## src/rtl/fpu_config_fetch.sv

```systemverilog
// fpu_config_fetch: polls a memory-mapped start register, then fetches image
// dimensions, source/result base addresses and a KxK signed 8-bit filter.
// The complete configuration is published in a single cycle and held
// unchanged until the controller reports the job finished.
module fpu_config_fetch #(
   parameter int unsigned FILTER_DIM     = 3,
   parameter logic [31:0] STARTSIG_ADDR  = 32'h1000_0120,
   parameter logic [31:0] DIMS_ADDR      = 32'h1000_0000,
   parameter logic [31:0] SRC_ADDR       = 32'h1000_0020,
   parameter logic [31:0] FILTER_ADDR    = 32'h1000_0040,
   parameter logic [31:0] RESULT_ADDR    = 32'h1000_0100,
   parameter int unsigned TIMEOUT_CYCLES = 1024
) (
   input  logic                                 clk,
   input  logic                                 rst,
   output logic [31:0]                          mapped_address,
   input  logic [31:0]                          mapped_data,
   input  logic                                 mapped_data_valid,
   input  logic                                 job_done,
   output logic [15:0]                          image_width,
   output logic [15:0]                          image_height,
   output logic [31:0]                          start_address,
   output logic [31:0]                          result_address,
   output logic [8*FILTER_DIM*FILTER_DIM-1:0]   filter,
   output logic                                 load_config_done,
   output logic                                 busy,
   output logic                                 err_timeout,
   output logic                                 err_dims
);

   localparam int unsigned NT = FILTER_DIM * FILTER_DIM;
   localparam int unsigned NW = (NT + 3) / 4;
   localparam int unsigned WW = $clog2(NW);
   localparam int unsigned CW = $clog2(TIMEOUT_CYCLES);

   localparam logic [2:0] POLL  = 3'd0;
   localparam logic [2:0] DIMS  = 3'd1;
   localparam logic [2:0] SRC   = 3'd2;
   localparam logic [2:0] RES   = 3'd3;
   localparam logic [2:0] FILT  = 3'd4;
   localparam logic [2:0] DONE  = 3'd5;
   localparam logic [2:0] RUN   = 3'd6;
   localparam logic [2:0] CLEAR = 3'd7;

   logic [2:0]      state;
   logic [CW-1:0]   cnt;
   logic [WW-1:0]   w;
   logic [15:0]     sh_width;
   logic [15:0]     sh_height;
   logic [31:0]     sh_src;
   logic [31:0]     sh_res;
   logic [8*NT-1:0] sh_filt;
   logic            waiting;
   logic            expire;
   logic            last_word;

   assign busy      = (state != POLL);
   assign waiting   = (state != DONE) && (state != RUN);
   assign expire    = waiting && !mapped_data_valid && (cnt == CW'(TIMEOUT_CYCLES - 1));
   assign last_word = (w == WW'(NW - 1));

   // Read timeout counter: restarts on every accepted read (which is also
   // the only time the address moves) and idles outside read-issuing states.
   always_ff @(posedge clk or posedge rst) begin
      if (rst) begin
         cnt <= '0;
      end else if (!waiting || mapped_data_valid || expire) begin
         cnt <= '0;
      end else begin
         cnt <= cnt + CW'(1);
      end
   end

   // Fetch sequencer: issues reads, fills the shadow copy, publishes in DONE.
   always_ff @(posedge clk or posedge rst) begin
      if (rst) begin
         state            <= POLL;
         mapped_address   <= STARTSIG_ADDR;
         w                <= '0;
         sh_width         <= '0;
         sh_height        <= '0;
         sh_src           <= '0;
         sh_res           <= '0;
         sh_filt          <= '0;
         image_width      <= '0;
         image_height     <= '0;
         start_address    <= '0;
         result_address   <= '0;
         filter           <= '0;
         load_config_done <= 1'b0;
         err_timeout      <= 1'b0;
         err_dims         <= 1'b0;
      end else begin
         load_config_done <= 1'b0;
         if (expire) begin
            state          <= POLL;
            mapped_address <= STARTSIG_ADDR;
            err_timeout    <= 1'b1;
            w              <= '0;
            sh_width       <= '0;
            sh_height      <= '0;
            sh_src         <= '0;
            sh_res         <= '0;
            sh_filt        <= '0;
         end else begin
            case (state)
               POLL: begin
                  if (mapped_data_valid && mapped_data[0]) begin
                     state          <= DIMS;
                     mapped_address <= DIMS_ADDR;
                  end
               end
               DIMS: begin
                  if (mapped_data_valid) begin
                     sh_width  <= mapped_data[31:16];
                     sh_height <= mapped_data[15:0];
                     if (mapped_data[31:16] == '0 || mapped_data[15:0] == '0) begin
                        err_dims       <= 1'b1;
                        state          <= CLEAR;
                        mapped_address <= STARTSIG_ADDR;
                     end else begin
                        state          <= SRC;
                        mapped_address <= SRC_ADDR;
                     end
                  end
               end
               SRC: begin
                  if (mapped_data_valid) begin
                     sh_src         <= mapped_data;
                     state          <= RES;
                     mapped_address <= RESULT_ADDR;
                  end
               end
               RES: begin
                  if (mapped_data_valid) begin
                     sh_res         <= mapped_data;
                     state          <= FILT;
                     w              <= '0;
                     mapped_address <= FILTER_ADDR;
                  end
               end
               FILT: begin
                  if (mapped_data_valid) begin
                     // Most significant byte is the lowest tap of the word;
                     // bytes past the last tap have no destination.
                     for (int unsigned t = 0; t < NT; t++) begin
                        if (WW'(t / 4) == w) begin
                           sh_filt[8*t +: 8] <= mapped_data[31 - 8*(t % 4) -: 8];
                        end
                     end
                     if (last_word) begin
                        state          <= DONE;
                        mapped_address <= STARTSIG_ADDR;
                     end else begin
                        w              <= w + WW'(1);
                        mapped_address <= FILTER_ADDR + ((32'(w) + 32'd1) << 2);
                     end
                  end
               end
               DONE: begin
                  image_width      <= sh_width;
                  image_height     <= sh_height;
                  start_address    <= sh_src;
                  result_address   <= sh_res;
                  filter           <= sh_filt;
                  load_config_done <= 1'b1;
                  err_timeout      <= 1'b0;
                  err_dims         <= 1'b0;
                  state            <= RUN;
               end
               RUN: begin
                  if (job_done) begin
                     state <= CLEAR;
                  end
               end
               CLEAR: begin
                  if (mapped_data_valid && !mapped_data[0]) begin
                     state <= POLL;
                  end
               end
               default: begin
                  state          <= POLL;
                  mapped_address <= STARTSIG_ADDR;
               end
            endcase
         end
      end
   end

endmodule
```

## config.mk

```make
export PLATFORM = sky130hd
export DESIGN_NAME = fpu_config_fetch
export DESIGN_NICKNAME = d
export VERILOG_FILES = /design/src/rtl/fpu_config_fetch.sv
export SDC_FILE = /design/constraint.sdc
export NUM_CORES = 1
export LEC_CHECK = 0
export CAP_MARGIN = 5
export CORE_AREA = 2 2 162 164
export DETAILED_ROUTE_END_ITERATION = 12
export DIE_AREA = 0 0 164 166
export MAX_ROUTING_LAYER = met4
export PLACE_DENSITY_LB_ADDON = 0.2
export SYNTH_ARGS = -nofsm -noshare
export SYNTH_HDL_FRONTEND = slang
export SYNTH_SLANG_ARGS = --single-unit
```

## constraint.sdc

```tcl
create_clock -name clk -period 28.5 [get_ports clk]
set_input_delay 2.85 -clock clk [delete_from_list [all_inputs] [get_ports clk]]
set_output_delay 2.85 -clock clk [all_outputs]
set_load 0.005 [all_outputs]
```

==> flow_summary.ini, run 1 <==
[run_status]
outcome = finished clean

[timing]
drv_slew = 0
period_share = 0.190
period_needed_ns = 5.41
rsz0062_at_grt = no
setup_total_negative_slack_ns = 0
hold_viol_final = 0
skew_ns = 0.0111
tightest_slew_ns = 1.21
slew_headroom = 0.191
setup_violations = 0
fmax_mhz = 185

[floorplanning]
rows = 59
die_x_um = 164
io_pins = 240
die_area_sq_um = 27200
initial_core_util = 0.571
die_h_um = 166
coreArea_sq_um = 25600

[global_routing]
antenna_found_initial = 1
track_usage = 0.301
gr-total-overflow = 0
grt_start_max_net_pins = 133
grt_pass1_vias = 11086
grt_pass1_wl_mm = 61.6

[placed_design]
port_buffers = 213
place.gp.congestion = 0.821
dpl.hpwl_mm = 23.9

[route]
finalWirelength_mm = 39.0
via_per_inst = 5.49
drt_iter0_drc = 1067
vias = 11617
drc = 0
drt_first_pass_iters = 5
antenna_left = 0
wl_per_cell_um = 18.4

[synthesis]
synthCells = 1589
syn_area_per_cell_sq_um = 9.20
ys_warn_count = 0
synthDistinctLibCells = 47
yosysSeqAreaShare = 0.616
syn-cell-area_sq_um = 14600
ys_async_sr_fraction = 1.00
synth_edf_count = 0
synth_seq_cells = 360
yosys_most_used_dff = dfrtp_1

[min_path]
worstHoldStart = sh_src[28]$_DFFE_PP0P_
hp-class = reg2reg
hold_end = start_address[28]$_DFFE_PP0P_
min_path_cells = 2

[cts]
clk_pin_slew_ns = 0.06
cts_setup_buffers = 0
cts_tree = done
cts.sinks = 360
clock_path_buffers = 3
cts-root-buf = clkbuf_16
numCtsBuffers = 37
ctsHtreeMaxLevel = 2
cts_resized = 0
clk_latency_ns = 0.51
hold_buffers = 0

[power]
switching_share = 0.311
p_sw_mw = 0.571
finalPower_mw = 1.84
ir_worst_vdd_v = 0.0000566
p_comb_frac = 0.290
power_density_nw_per_um2 = 102
internal_power_mw = 1.26
power_leakage_nw = 8.79
pwr-share-seq = 0.455
clockPowerShare = 0.256

[finish]
drive_above_1_share = 0.0634
nFillCells = 1918
finalNetCount = 1798
area_growth_pct = 22.8

[worst_setup_path]
rr_worst_depth = 6
max_stage_delay_ns = 0.80
timing.rr.start = state[2]$_DFFE_PP0P_
critPathKind = in2reg
crit_family = buffers and inverters
startpoint_type = input port
worst-path-max-fanout = 84
cp_slowest_cell = buf_4
end_kind = register
crit_arrival_ns = 5.81
cp_cell_sequence = clkdlybuf4s50_1 > a21o_1 > nor2_4 > buf_4 > nor2b_1 > mux2_2
cp_num_buf_inv = 2
r2r_end = filter[60]$_DFFE_PP0P_
crit_required_ns = 28.89
ff2ff_setup_slack_ns = 24.96

[flow_run]
drv_cap = 0
## worst register-to-register path, delay by kind of cell (launching register included)
family / cells / cell delay [ns]
buffers and inverters: 2 / 1.65
flip-flops: 1 / 0.63
AND/OR/NAND/NOR: 4 / 1.19
## state kept, by name, indices dropped and copies added, names as in the netlist
signal,flops
mapped_address,6
sh_res,32
result_address,32
err_timeout,1
load_config_done,1
sh_filt,72
w,2
state,3
image_height,16
filter,72
sh_width,16
err_dims,1
start_address,32
image_width,16
cnt,10
sh_src,32
sh_height,16
## cells by family after synthesis
group,Yosys count,synth area share
buffers and inverters,130,0.0449
and+or+nand+nor,884,0.241
AOI/OAI and AO/OA,164,0.0597
muxes,33,0.0266
DFF,360,0.616
xor gates and xnor gates,9,0.00539
other,2,0.000513
adders and majority gates,7,0.00599
## cell type report
| class | instances | area, sq um | area share |
|---|---|---|---|
| Clock inverter | 9 | 55.1 | 0.00307 |
| Antenna cell | 1 | 2.50 | 0.000139 |
| Inverter | 7 | 38.8 | 0.00216 |
| Tap cell | 335 | 419 | 0.0233 |
| Sequential cell | 360 | 9010 | 0.502 |
| Timing Repair Buffer | 226 | 2230 | 0.124 |
| Clock buffer | 56 | 1130 | 0.0629 |
| Multi-Input combinational cell | 1123 | 5070 | 0.282 |
## synth_stat cells, types with 2 or more instances
cell type / n / share of area
nand2_1: 783 / 0.20
dfrtp_1: 358 / 0.61
a21oi_1: 145 / 0.050
clkbuf_1: 53 / 0.014
buf_2: 38 / 0.013
nor2b_1: 34 / 0.015
mux2_2: 27 / 0.021
buf_4: 26 / 0.013
nor2_1: 21 / 0.0054
nand3_1: 14 / 0.0048
nor4_1: 8 / 0.0034
ha_1: 7 / 0.0060
xor2_1: 7 / 0.0042
inv_1: 6 / 0.0015
mux2_4: 5 / 0.0051
o21ai_0: 5 / 0.0017
nor3_1: 4 / 0.0014
a22o_1: 3 / 0.0018
and2_1: 3 / 0.0013
and3_1: 3 / 0.0013
buf_6: 3 / 0.0023
nand4_1: 3 / 0.0013
a21o_1: 2 / 0.0010
a311oi_1: 2 / 0.0012
buf_1: 2 / 0.00051
conb_1: 2 / 0.00051
dfstp_2: 2 / 0.0036
nand2b_1: 2 / 0.00086
nand3b_1: 2 / 0.0010
xnor2_1: 2 / 0.0012
## cell usage in the layout, fill, tap and decap left out, types with 8 or more instances in the layout
cell type / Yosys / routed
dfrtp_1: 358 / 358
nor4_1: 8 / 8
clkbuf_16: 0 / 39
nor2_1: 21 / 21
nor2b_1: 34 / 34
nand2_1: 783 / 782
buf_4: 26 / 13
clkdlybuf4s50_1: 0 / 213
clkbuf_8: 0 / 9
clkbuf_1: 53 / 8
a21oi_1: 145 / 145
nand3_1: 14 / 14
conb_1: 2 / 26
mux2_2: 27 / 27
## metal layers
layer	share of wire	routed length, um	GRT usage
met1	0.40	15700	0.418
met2	0.47	18200	0.451
met3	0.086	3350	0.0442
met4	0.046	1810	0.122
met5	0	0	-
## how the worst max path moves through the flow
stage	from	to	slack [ns]	cells past startpoint
floorplan	rst	cnt[0]$_DFF_PP0_	15.66	1
global placement	rst	filter[32]$_DFFE_PP0P_	22.50	4
detailed placement	rst	filter[32]$_DFFE_PP0P_	22.47	4
CTS	rst	filter[8]$_DFFE_PP0P_	23.01	4
global route	rst	filter[2]$_DFFE_PP0P_	22.62	4
finish	mapped_data_valid	sh_src[30]$_DFFE_PP0P_	23.09	6
## power groups by stage
stage	Clock (mW)	Combinational (mW)	Sequential (mW)
CTS	0.475	0.537	0.832
floorplan	0	0.281	0.811
global placement	0	0.511	0.830
detailed placement	0	0.530	0.837
finish	0.469	0.532	0.834
global route	0.498	0.593	0.855
## stage by stage
stage | cells | hold WS, ns | setup slack, ns | utilization | area (sq um)
after global placement | 2051 | 0.443 | 22.50 | 0.655 | 16800
after CTS | 2116 | 0.457 | 23.01 | 0.701 | 18000
after detailed placement | 2051 | 0.453 | 22.47 | 0.655 | 16800
final | 2117 | 0.456 | 23.09 | 0.701 | 18000
after global routing | 2117 | 0.480 | 22.62 | 0.701 | 18000
after floorplan | 1613 | 0.433 | 15.66 | - | 14700
No activity file was read; power rests on OpenSTA's default activity.
==> run 2, diff against run 1 <==
--- a/config.mk
+++ b/config.mk
@@ -6,9 +6,9 @@
 export NUM_CORES = 1
 export LEC_CHECK = 0
 export CAP_MARGIN = 5
-export CORE_AREA = 2 2 162 164
+export CORE_AREA = 2 2 170 172
 export DETAILED_ROUTE_END_ITERATION = 12
-export DIE_AREA = 0 0 164 166
+export DIE_AREA = 0 0 172 174
 export MAX_ROUTING_LAYER = met4
 export PLACE_DENSITY_LB_ADDON = 0.2
 export SYNTH_ARGS = -nofsm -noshare
==> constraint.sdc (replaced) <==
create_clock -name clk -period 5.2 [get_ports clk]
set_input_delay 0.52 -clock clk [delete_from_list [all_inputs] [get_ports clk]]
set_output_delay 0.52 -clock clk [all_outputs]
set_load 0.005 [all_outputs]
==> flow_summary.ini, run 2 (synthesis gave the netlist of run 1 again) <==
[finish]
antennaDiodeCount = 0
drive_above_1_share = 0.0649
layout_common_cells = nand2_1, dfrtp_1, clkdlybuf4s50_1, a21oi_1, clkbuf_16
largestRegisters = filter (72), sh_filt (72)
area_growth_pct = 23.9
final_common_cell = nand2_1
finalNetCount = 1805

[worst_setup_path]
startpoint_type = register
cp_num_buf_inv = 2
end_kind = register
worst-path-max-fanout = 113
cp_slowest_cell = inv_6
crit_family = buffers and inverters
crit_required_ns = 5.64
crit_arrival_ns = 3.59
max_stage_delay_ns = 0.86
cp_cell_sequence = nor2b_1 > nand2_4 > inv_6 > buf_4 > nand2_1 > nand2_1
cpMostUsedCell = nand2_1
critPathKind = reg2reg

[placed_design]
port_buffers = 213
dpl.hpwl_mm = 23.7
place.gp.congestion = 0.796

[timing]
drv_slew = 0
hold_viol_final = 0
tightest_slew_ns = 1.26
setup_violations = 0
skew_ns = 0.0111
slew_headroom = 0.160
rsz0062_at_grt = no
period_share = 0.605
finalHoldWorstSlack_ns = 0.370
period_needed_ns = 3.14
setup_total_negative_slack_ns = 0
fmax_mhz = 318

[cts]
clk_latency_ns = 0.52
hold_buffers = 0
cts.sinks = 360
cts_tree = done
numCtsBuffers = 38
clk_pin_slew_ns = 0.06
cts_setup_buffers = 0
clock_path_buffers = 3
cts-root-buf = clkbuf_16
cts_resized = 0
ctsHtreeMaxLevel = 2

[route]
drt_first_pass_iters = 7
drc = 0
via_per_inst = 5.28
wl_per_cell_um = 18.2
drt_iter0_drc = 1124
finalWirelength_mm = 39.5
antenna_left = 0
vias = 11459

[run_status]
outcome = finished clean

[floorplanning]
io_pins = 240
die_x_um = 172
rows = 62
coreArea_sq_um = 28200
initial_core_util = 0.518
die_h_um = 174
die_area_sq_um = 29900

[power]
pwr-share-seq = 0.452
clockPowerShare = 0.260
power_density_nw_per_um2 = 556
internal_power_mw = 6.99
p_sw_mw = 3.09
switching_share = 0.307
finalPower_mw = 10.1
ir_worst_vdd_v = 0.000292
power_leakage_nw = 8.82
p_comb_frac = 0.288

[global_routing]
grt_pass1_wl_mm = 61.8
grt_start_max_net_pins = 172
track_usage = 0.277
antenna_found_initial = 0
grt_pass1_vias = 11021
gr-total-overflow = 0

[flow_run]
drv_cap = 0

[min_path]
hp-class = in2async
run 2: worst reg2reg max path, stage by stage, from the launching register on:
cell and delay (ns):
dfrtp_1 0.63, nor2b_1 0.37, nand2_4 0.51, inv_6 0.87, buf_4 0.50, nand2_1 0.13
nand2_1 0.07
run 2: final timing paths:
| check | from | to | slack, ns | depth (start not counted) |
|---|---|---|---|---|
| setup / recovery | state[2]$_DFFE_PP0P_ | result_address[25]$_DFFE_PP0P_ | 2.06 | 6 |
| hold / removal | rst | start_address[16]$_DFFE_PP0P_ | 0.37 | 2 |
| setup reg to reg | state[2]$_DFFE_PP0P_ | result_address[25]$_DFFE_PP0P_ | 2.06 | 6 |
| hold reg to reg | sh_src[2]$_DFFE_PP0P_ | start_address[2]$_DFFE_PP0P_ | 0.46 | 2 |
| max in group asynchronous | rst | sh_filt[56]$_DFFE_PP0P_ | 3.71 | 3 |
| min in group clk | sh_src[2]$_DFFE_PP0P_ | start_address[2]$_DFFE_PP0P_ | 0.46 | 2 |
run 2: per-layer routing:
metal	track usage	vias to the layer above	share of wire
li1	-	5288	-
met1	0.390	5635	0.43
met2	0.417	440	0.47
met3	0.0364	96	0.062
met4	0.102	0	0.042
met5	-	-	0
run 2: area by class of cell:
class                      count  area (sq um)
fill                        2350         10100
multi-input combinational   1123          5070
timing repair buffer         232          2320
clock inverter                 8          73.8
clock buffer                  56          1130
sequential                   360          9010
tap                          384           480
inverter                       7          35.0
run 2: through the flow:
step	setup slack (ns)	instances	utilization	instance area (sq um)
final	2.06	2170	0.642	18100
after global routing	1.75	2170	0.642	18100
after CTS	2.06	2170	0.642	18100
after detailed placement	1.83	2106	0.599	16900
after global placement	1.97	2106	0.599	16900
after floorplan	-0.145	1613	-	14700
run 2: power by group through the flow:
stage               sequential (mW)  clock [mW]  combinational (mW)
floorplan                      4.45           0                1.54
global placement               4.55           0                2.83
detailed placement             4.58           0                2.92
CTS                            4.55        2.65                2.94
global route                   4.68        2.78                3.26
finish                         4.56        2.62                2.90
